==> config.mk <==
export PLATFORM = sky130hd
export DESIGN_NAME = fetch_unit
export DESIGN_NICKNAME = d
export VERILOG_FILES = /design/src/rtl/fetch_unit.sv
export SDC_FILE = /design/constraint.sdc
export NUM_CORES = 1
export LEC_CHECK = 0
export CORE_MARGIN = 5
export CORE_UTILIZATION = 44
export CTS_CLUSTER_SIZE = 40
export DETAILED_ROUTE_END_ITERATION = 7
export GPL_ROUTABILITY_DRIVEN = 0
export PLACE_DENSITY_LB_ADDON = 0.25
export SETUP_SLACK_MARGIN = 0.15
export SYNTH_ARGS = -nofsm -noshare
export SYNTH_HDL_FRONTEND = slang
export SYNTH_SLANG_ARGS = --single-unit
==> constraint.sdc <==
create_clock -name clk -period 2.6 [get_ports clk]
set_input_delay 0.26 -clock clk [delete_from_list [all_inputs] [get_ports clk]]
set_output_delay 0.26 -clock clk [all_outputs]
set_load 0.005 [all_outputs]
==> src/rtl/fetch_unit.sv <==
// Instruction fetch: PC register driving a combinational imem, with a valid/ready output register to decode.
// Fetch latency is one cycle; a stalled output (out_valid & !out_ready) freezes the PC, and redirect overrides the stall.
module fetch_unit #(
    parameter int unsigned        ADDR_W   = 8,
    parameter int unsigned        DATA_W   = 32,
    parameter logic [ADDR_W-1:0]  RESET_PC = '0,
    parameter int unsigned        PC_STEP  = 1,
    parameter int unsigned        CNT_W    = 8,
    parameter logic [DATA_W-1:0]  NOP_WORD = '0
) (
    input  logic              clk,
    input  logic              rst,
    output logic [ADDR_W-1:0] imem_addr,
    input  logic [DATA_W-1:0] imem_rdata,
    input  logic              redirect_valid,
    input  logic [ADDR_W-1:0] redirect_pc,
    input  logic              halt,
    output logic              out_valid,
    input  logic              out_ready,
    output logic [DATA_W-1:0] out_instr,
    output logic [ADDR_W-1:0] out_pc,
    output logic [CNT_W-1:0]  cycle_count,
    output logic [CNT_W-1:0]  fetch_count
);

    logic [ADDR_W-1:0] pc_q, pc_d;
    logic              out_valid_q, out_valid_d;
    logic [DATA_W-1:0] out_instr_q, out_instr_d;
    logic [ADDR_W-1:0] out_pc_q, out_pc_d;
    logic [CNT_W-1:0]  cycle_count_q, cycle_count_d;
    logic [CNT_W-1:0]  fetch_count_q, fetch_count_d;
    logic              slot;

    always_comb begin
        slot          = !out_valid_q || out_ready;
        pc_d          = pc_q;
        out_valid_d   = out_valid_q;
        out_instr_d   = out_instr_q;
        out_pc_d      = out_pc_q;
        cycle_count_d = cycle_count_q + CNT_W'(1);
        fetch_count_d = fetch_count_q;

        if (redirect_valid) begin
            // The word currently on imem_rdata is on the wrong path and is dropped.
            pc_d        = redirect_pc;
            out_valid_d = 1'b0;
            out_instr_d = NOP_WORD;
            out_pc_d    = '0;
        end else if (!halt && slot) begin
            pc_d          = pc_q + ADDR_W'(PC_STEP);
            out_valid_d   = 1'b1;
            out_instr_d   = imem_rdata;
            out_pc_d      = pc_q;
            fetch_count_d = fetch_count_q + CNT_W'(1);
        end else if (slot) begin
            out_valid_d = 1'b0;
            out_instr_d = NOP_WORD;
        end
    end

    always_ff @(posedge clk or posedge rst) begin
        if (rst) begin
            pc_q          <= RESET_PC;
            out_valid_q   <= 1'b0;
            out_instr_q   <= NOP_WORD;
            out_pc_q      <= '0;
            cycle_count_q <= '0;
            fetch_count_q <= '0;
        end else begin
            pc_q          <= pc_d;
            out_valid_q   <= out_valid_d;
            out_instr_q   <= out_instr_d;
            out_pc_q      <= out_pc_d;
            cycle_count_q <= cycle_count_d;
            fetch_count_q <= fetch_count_d;
        end
    end

    assign imem_addr   = pc_q;
    assign out_valid   = out_valid_q;
    assign out_instr   = out_instr_q;
    assign out_pc      = out_pc_q;
    assign cycle_count = cycle_count_q;
    assign fetch_count = fetch_count_q;

endmodule

==> results.sh, run 1 <==
export IMPL_leakage_nw=1.715
export IMPL_fp_dieW_um=86.74
export IMPL_first_global_vias=2087
export IMPL_first_iter_violations=110
export IMPL_clockBufferDepth=2
export IMPL_drive_above_1_share_pct=7.951
export IMPL_yosysUniqueCellTypes=32
export IMPL_cp_start_kind="flop"
export IMPL_io_pins=110
export IMPL_h_tree_depth=3
export IMPL_finalSetupTns_ps=0
export IMPL_numCtsBuffers=9
export IMPL_tightest_slew_ps=625.7
export IMPL_crit_fanout=10
export IMPL_ys_ff_latch=65
export IMPL_postCtsHoldBufs=0
export IMPL_yosysSeqAreaShare_pct=62.77
export IMPL_dp_slack_ps=592.8
export IMPL_skew_ps=6.477
export IMPL_root_buffer="clkbuf_8"
export IMPL_ys_warn_count=0
export IMPL_ant_nets=0
export IMPL_end_kind="flop"
export IMPL_synth_area_um2=2591
export IMPL_outcome="finished, final reports clean"
export IMPL_slew_headroom_pct=58.22
export IMPL_yosys_area_top_type="dfrtp_1"
export IMPL_instances_no_fill=402
export IMPL_r2r_start="out_valid"
export IMPL_core_area_um2=5816
export IMPL_ff2ff_setup_slack_ps=900
export IMPL_vdd_drop_max_mv=0.4017
export IMPL_synth_top_area_share_pct=62.77
export IMPL_grt_max_degree=38
export IMPL_firstDrtPassIters=4
export IMPL_rows=28
export IMPL_path_class="flop to flop"
export IMPL_hold_violations=0
export IMPL_clock_latency_ps=320
export IMPL_io_buffers=109
export IMPL_power_w=0.002374
export IMPL_p_per_area_nw_per_um2=604.4
export IMPL_finalWorstPathRequiredPeriod_ps=1699
export IMPL_cts_setup_buffers=0
export IMPL_fp_dieH_um=86.74
export IMPL_synth_cells=212
export IMPL_hpwl_um=4620
export IMPL_setup_viol=0
export IMPL_grt_setup_unrepaired="no"
export IMPL_drt_wirelength_per_cell_um=15.55
export IMPL_start_util_pct=44.56
export IMPL_clkSinkCount=65
export IMPL_max_cap_viol_count=0
export IMPL_worst_slack_ps=900.7
export IMPL_num_vias=2023
export IMPL_r2r_cells=4
export IMPL_drv_slew=0
export IMPL_synth_nets=260
export IMPL_totalWireLength_um=6252
export IMPL_n_antenna_cell=0
export IMPL_worstReg2RegEnd="imem_addr[7]"
export IMPL_grt_total_usage_pct=17.47
export IMPL_vias_per_cell=5.032
export IMPL_cts_resized=0
export IMPL_grt_pass1_wl_um=10250
export IMPL_cts_tree="done"
export IMPL_areaGrowthSynthToFinish_pct=51.57
export IMPL_synthTopCellsByArea="dfrtp_1, a22o_1, xnor2_1"
export IMPL_finalCritPeriodShare_pct=65.36
export IMPL_drc=0
export IMPL_dpl_cell_count=388
export IMPL_path_clk_slew_ps=60
export IMPL_cp_required_ps=2840
export IMPL_dieArea_um2=7524
export IMPL_arrival_ps=1940
export IMPL_avgSynthCellArea_um2=12.22
export IMPL_hold_path_class="input port to asynchronous set/reset pin"
export IMPL_overflow=0
export IMPL_antenna_found_initial=0
export IMPL_max_freq_mhz=588.5
export IMPL_nNetsFinal=372
-- per-stage QoR --
stage	area, um2	hold slack, ps	util [%]
after CTS	3928	349.0	67.53
final	3928	349.4	67.53
after global routing	3928	400.4	67.53
after floorplan	2591	367.3	-
after detailed placement	3759	463.5	64.63
after global placement	3759	458.3	64.63
-- sequential cells by signal, indices dropped and copies added, names as in the netlist --
| signal | cells |
|---|---|
| cycle_count | 8 |
| out_pc | 8 |
| imem_addr | 8 |
| out_instr | 32 |
| fetch_count | 8 |
| out_valid | 1 |
-- worst max-delay path: stages, from the launching register on --
cell and delay [ps]:
dfrtp_1 370, nor2b_4 160, or2_1 360, or4b_1 550, a31oi_1 170
-- cell families after synthesis --
family / after synthesis / synth area share, %
XOR/XNOR: 19 / 6.422
AO/OA/AOI/OAI: 49 / 14.29
buffers and inverters: 16 / 2.994
flip-flops: 65 / 62.77
multiplexers: 2 / 0.8208
adder cells (fa/ha/maj): 3 / 1.449
AND/OR/NAND/NOR: 58 / 11.25
-- report_power, final --
| group | switching (W) | internal (W) |
|---|---|---|
| registers | 0.0000938 | 0.00110 |
| logic | 0.000161 | 0.000296 |
| clock network | 0.000339 | 0.000384 |
| total | 0.000594 | 0.00178 |
-- how the worst max path moves through the flow --
stage,start,end,slack [ps],depth (start not counted)
4_1_cts,out_valid,imem_addr[7],890,4
2_1_floorplan,rst,cycle_count[0],710,1
3_3_place_gp,out_ready,imem_addr[7],640,5
3_5_place_dp,out_ready,imem_addr[7],590,5
6_report,out_valid,imem_addr[7],900,4
5_1_grt,out_valid,imem_addr[7],790,4
-- per-layer routing --
metal	GRT usage [%]	vias up	wire length (um)
met2	25.94	74	2904
met3	4.943	12	463
met4	8.074	0	133
met5	0	-	0
met1	23.73	966	2752
li1	-	971	-
-- area by class of cell --
cell class	count	area (um2)
inverter	4	15.01
tap	75	93.84
multi-input combinational	131	889.6
clock buffer	11	151.4
timing repair buffer	113	1134
clock inverter	3	17.52
fill	477	1888
sequential	65	1627
-- synthesized netlist by cell type --
cell type,instances
nor4_1,1
nor4b_1,1
and3_1,4
nand2b_1,1
a22o_1,32
or2_1,1
and4_1,1
dfrtp_1,65
a31oi_1,1
xnor2_1,14
nor2_1,4
mux2i_1,1
buf_2,2
nor2b_4,1
and2_2,1
nand4_1,4
o41ai_1,1
o21ai_0,7
clkbuf_1,7
buf_6,2
ha_1,3
nor3_1,3
buf_1,1
nand2_1,28
nand3_1,4
inv_1,4
or4b_1,1
or2_2,2
xor2_1,5
nor2_2,1
a21oi_1,8
mux2_2,1
-- layout by cell type (no fill, tap or decap), types with 2 or more instances in the layout --
cell type / n
nand4_1: 4
o21ai_0: 7
clkdlybuf4s50_1: 109
nor2_1: 3
nor2_2: 2
a21oi_1: 8
clkinv_2: 2
xor2_1: 5
nand3_1: 4
clkbuf_8: 11
nor3_1: 3
inv_1: 3
ha_1: 3
a22o_1: 32
dfrtp_1: 65
nand2_1: 28
buf_4: 3
and3_1: 4
or2_2: 2
xnor2_1: 14
Power figures use the tool's default switching activity.
==> run 2: changes to the inputs <==
- CORE_UTILIZATION: 44 -> 42
- clock period: 2.6 -> 1.7 ns (I/O delays scaled with it)
==> run 2 against run 1 <==
Power rose by 63%. Sequential power rose by 54%. Critical path depth fell by 3. Non-clock buffer count rose by 9. Via count rose by 3.7%. Core utilization rose by 0.34 points. Clock skew fell by 0.65 ps. Global-route usage rose by 0.97 points. Combinational power rose by 58%.
==> results.sh, run 2 (synthesis results as in run 1) <==
export IMPL_dieArea_um2=7840
export IMPL_path_cells="clkdlybuf4s50_1"
export IMPL_start_util_pct=43.51
export IMPL_finalCritPeriodShare_pct=87.39
export IMPL_outcome="finished, final reports clean"
export IMPL_numCtsBuffers=9
export IMPL_cp_required_ps=1530
export IMPL_antenna_found_initial=0
export IMPL_drv_slew=0
export IMPL_cp_depth=1
export IMPL_root_buffer="clkbuf_8"
export IMPL_final_common_cell="clkdlybuf4s50_1"
export IMPL_skew_ps=5.825
export IMPL_fp_dieH_um=88.55
export IMPL_postCtsHoldBufs=0
export IMPL_num_vias=2097
export IMPL_h_tree_depth=3
export IMPL_n_fill_cell=481
export IMPL_clkSinkCount=65
export IMPL_ant_nets=0
export IMPL_end_kind="output port"
export IMPL_drt_wirelength_per_cell_um=16.09
export IMPL_cp_buffers_inverters=1
export IMPL_overflow=0
export IMPL_rows=28
export IMPL_p_per_area_nw_per_um2=956.9
export IMPL_path_clk_slew_ps=70
export IMPL_max_freq_mhz=673.1
export IMPL_tightest_slew_ps=458.9
export IMPL_vdd_drop_max_mv=0.5547
export IMPL_crit_fanout=5
export IMPL_worstSetupStartpoint="imem_addr[0]"
export IMPL_areaGrowthSynthToFinish_pct=56.01
export IMPL_cts_resized=0
export IMPL_nNetsFinal=381
export IMPL_slew_headroom_pct=69.41
export IMPL_hold_violations=0
export IMPL_hpwl_um=4864
export IMPL_drc=0
export IMPL_r2r_start="out_valid"
export IMPL_fin_area_um2=4043
export IMPL_grt_total_usage_pct=18.44
export IMPL_n_antenna_cell=0
export IMPL_fin_util_pct=67.88
export IMPL_cp_top_family="buffers and inverters"
export IMPL_fp_dieW_um=88.55
export IMPL_path_class="flop to output port"
export IMPL_cts_tree="done"
export IMPL_slowest_delay_ps=550
export IMPL_grt_pass1_wl_um=10940
export IMPL_whs_ps=292.8
export IMPL_ff2ff_setup_slack_ps=240
export IMPL_max_cap_viol_count=0
export IMPL_cp_slowest_cell="clkdlybuf4s50_1"
export IMPL_first_iter_violations=98
export IMPL_cp_start_kind="flop"
export IMPL_clock_latency_ps=330
export IMPL_firstDrtPassIters=4
export IMPL_grt_max_degree=38
export IMPL_finalWorstPathRequiredPeriod_ps=1486
export IMPL_arrival_ps=1320
export IMPL_drive_above_1_share_pct=11.24
export IMPL_cts_setup_buffers=0
export IMPL_totalWireLength_um=6644
export IMPL_setup_viol=0
export IMPL_hold_path_class="input port to asynchronous set/reset pin"
export IMPL_io_pins=110
export IMPL_first_global_vias=2221
export IMPL_grt_setup_unrepaired="yes"
export IMPL_clockBufferDepth=2
export IMPL_leakage_nw=1.769
export IMPL_core_area_um2=5956
export IMPL_io_buffers=109
export IMPL_r2r_cells=4
export IMPL_vias_per_cell=5.077
export IMPL_layout_common_cells="clkdlybuf4s50_1, dfrtp_1, a22o_1, nand2_1, xnor2_1"
export IMPL_largest_register_ffs=32
export IMPL_dpl_cell_area_um2=3830
-- run 2: cell count changes in the layout (fill, tap and decap cells not counted) --
cell	previous run	this run
dfrtp_1	65	63
clkbuf_1	0	1
bufinv_16	0	1
buf_4	3	11
dfrtp_2	0	2
inv_2	1	0
clkinv_4	0	1
clkinv_2	2	1
clkinvlp_4	1	2
buf_6	0	1
-- run 2: final cells by class --
class | count | area (um2) | share of cell area, %
inverter | 4 | 18.77 | 0.4643
tap | 75 | 93.84 | 2.321
sequential | 65 | 1629 | 40.30
clock buffer | 12 | 155.1 | 3.838
timing repair buffer | 122 | 1205 | 29.81
multi-input combinational | 131 | 889.6 | 22.01
clock inverter | 4 | 51.30 | 1.269
-- run 2: metrics by stage --
stage / TNS (ps) / power (W) / instances / setup slack (ps)
after floorplan: 0 / 0.002096 / 212 / 72.93
after global placement: -212.5 / 0.002562 / 397 / -9.482
after detailed placement: -1869 / 0.002585 / 397 / -85.89
after CTS: 0 / 0.003919 / 413 / 160.8
after global routing: 0 / 0.004079 / 413 / 131.9
final: 0 / 0.003869 / 413 / 214.4
-- run 2: final timing paths --
path	to
max	imem_addr[0]
min	out_instr[26]
max reg2reg	imem_addr[7]
min reg2reg	fetch_count[7]
max in group asynchronous	imem_addr[3]
min in group clk	imem_addr[3]
-- run 2: per-layer routing --
metal  part of all wire [%]  track usage (%)
met3                    5.9            4.655
met4                    1.7            7.692
met2                     49            28.89
met5                      0                0
met1                     43            24.53
-- run 2: report_power, final --
part           internal (W)  switching (W)  total [W]
sequential          0.00168       0.000145    0.00183
combinational      0.000466       0.000254   0.000720
clock              0.000758       0.000562    0.00132
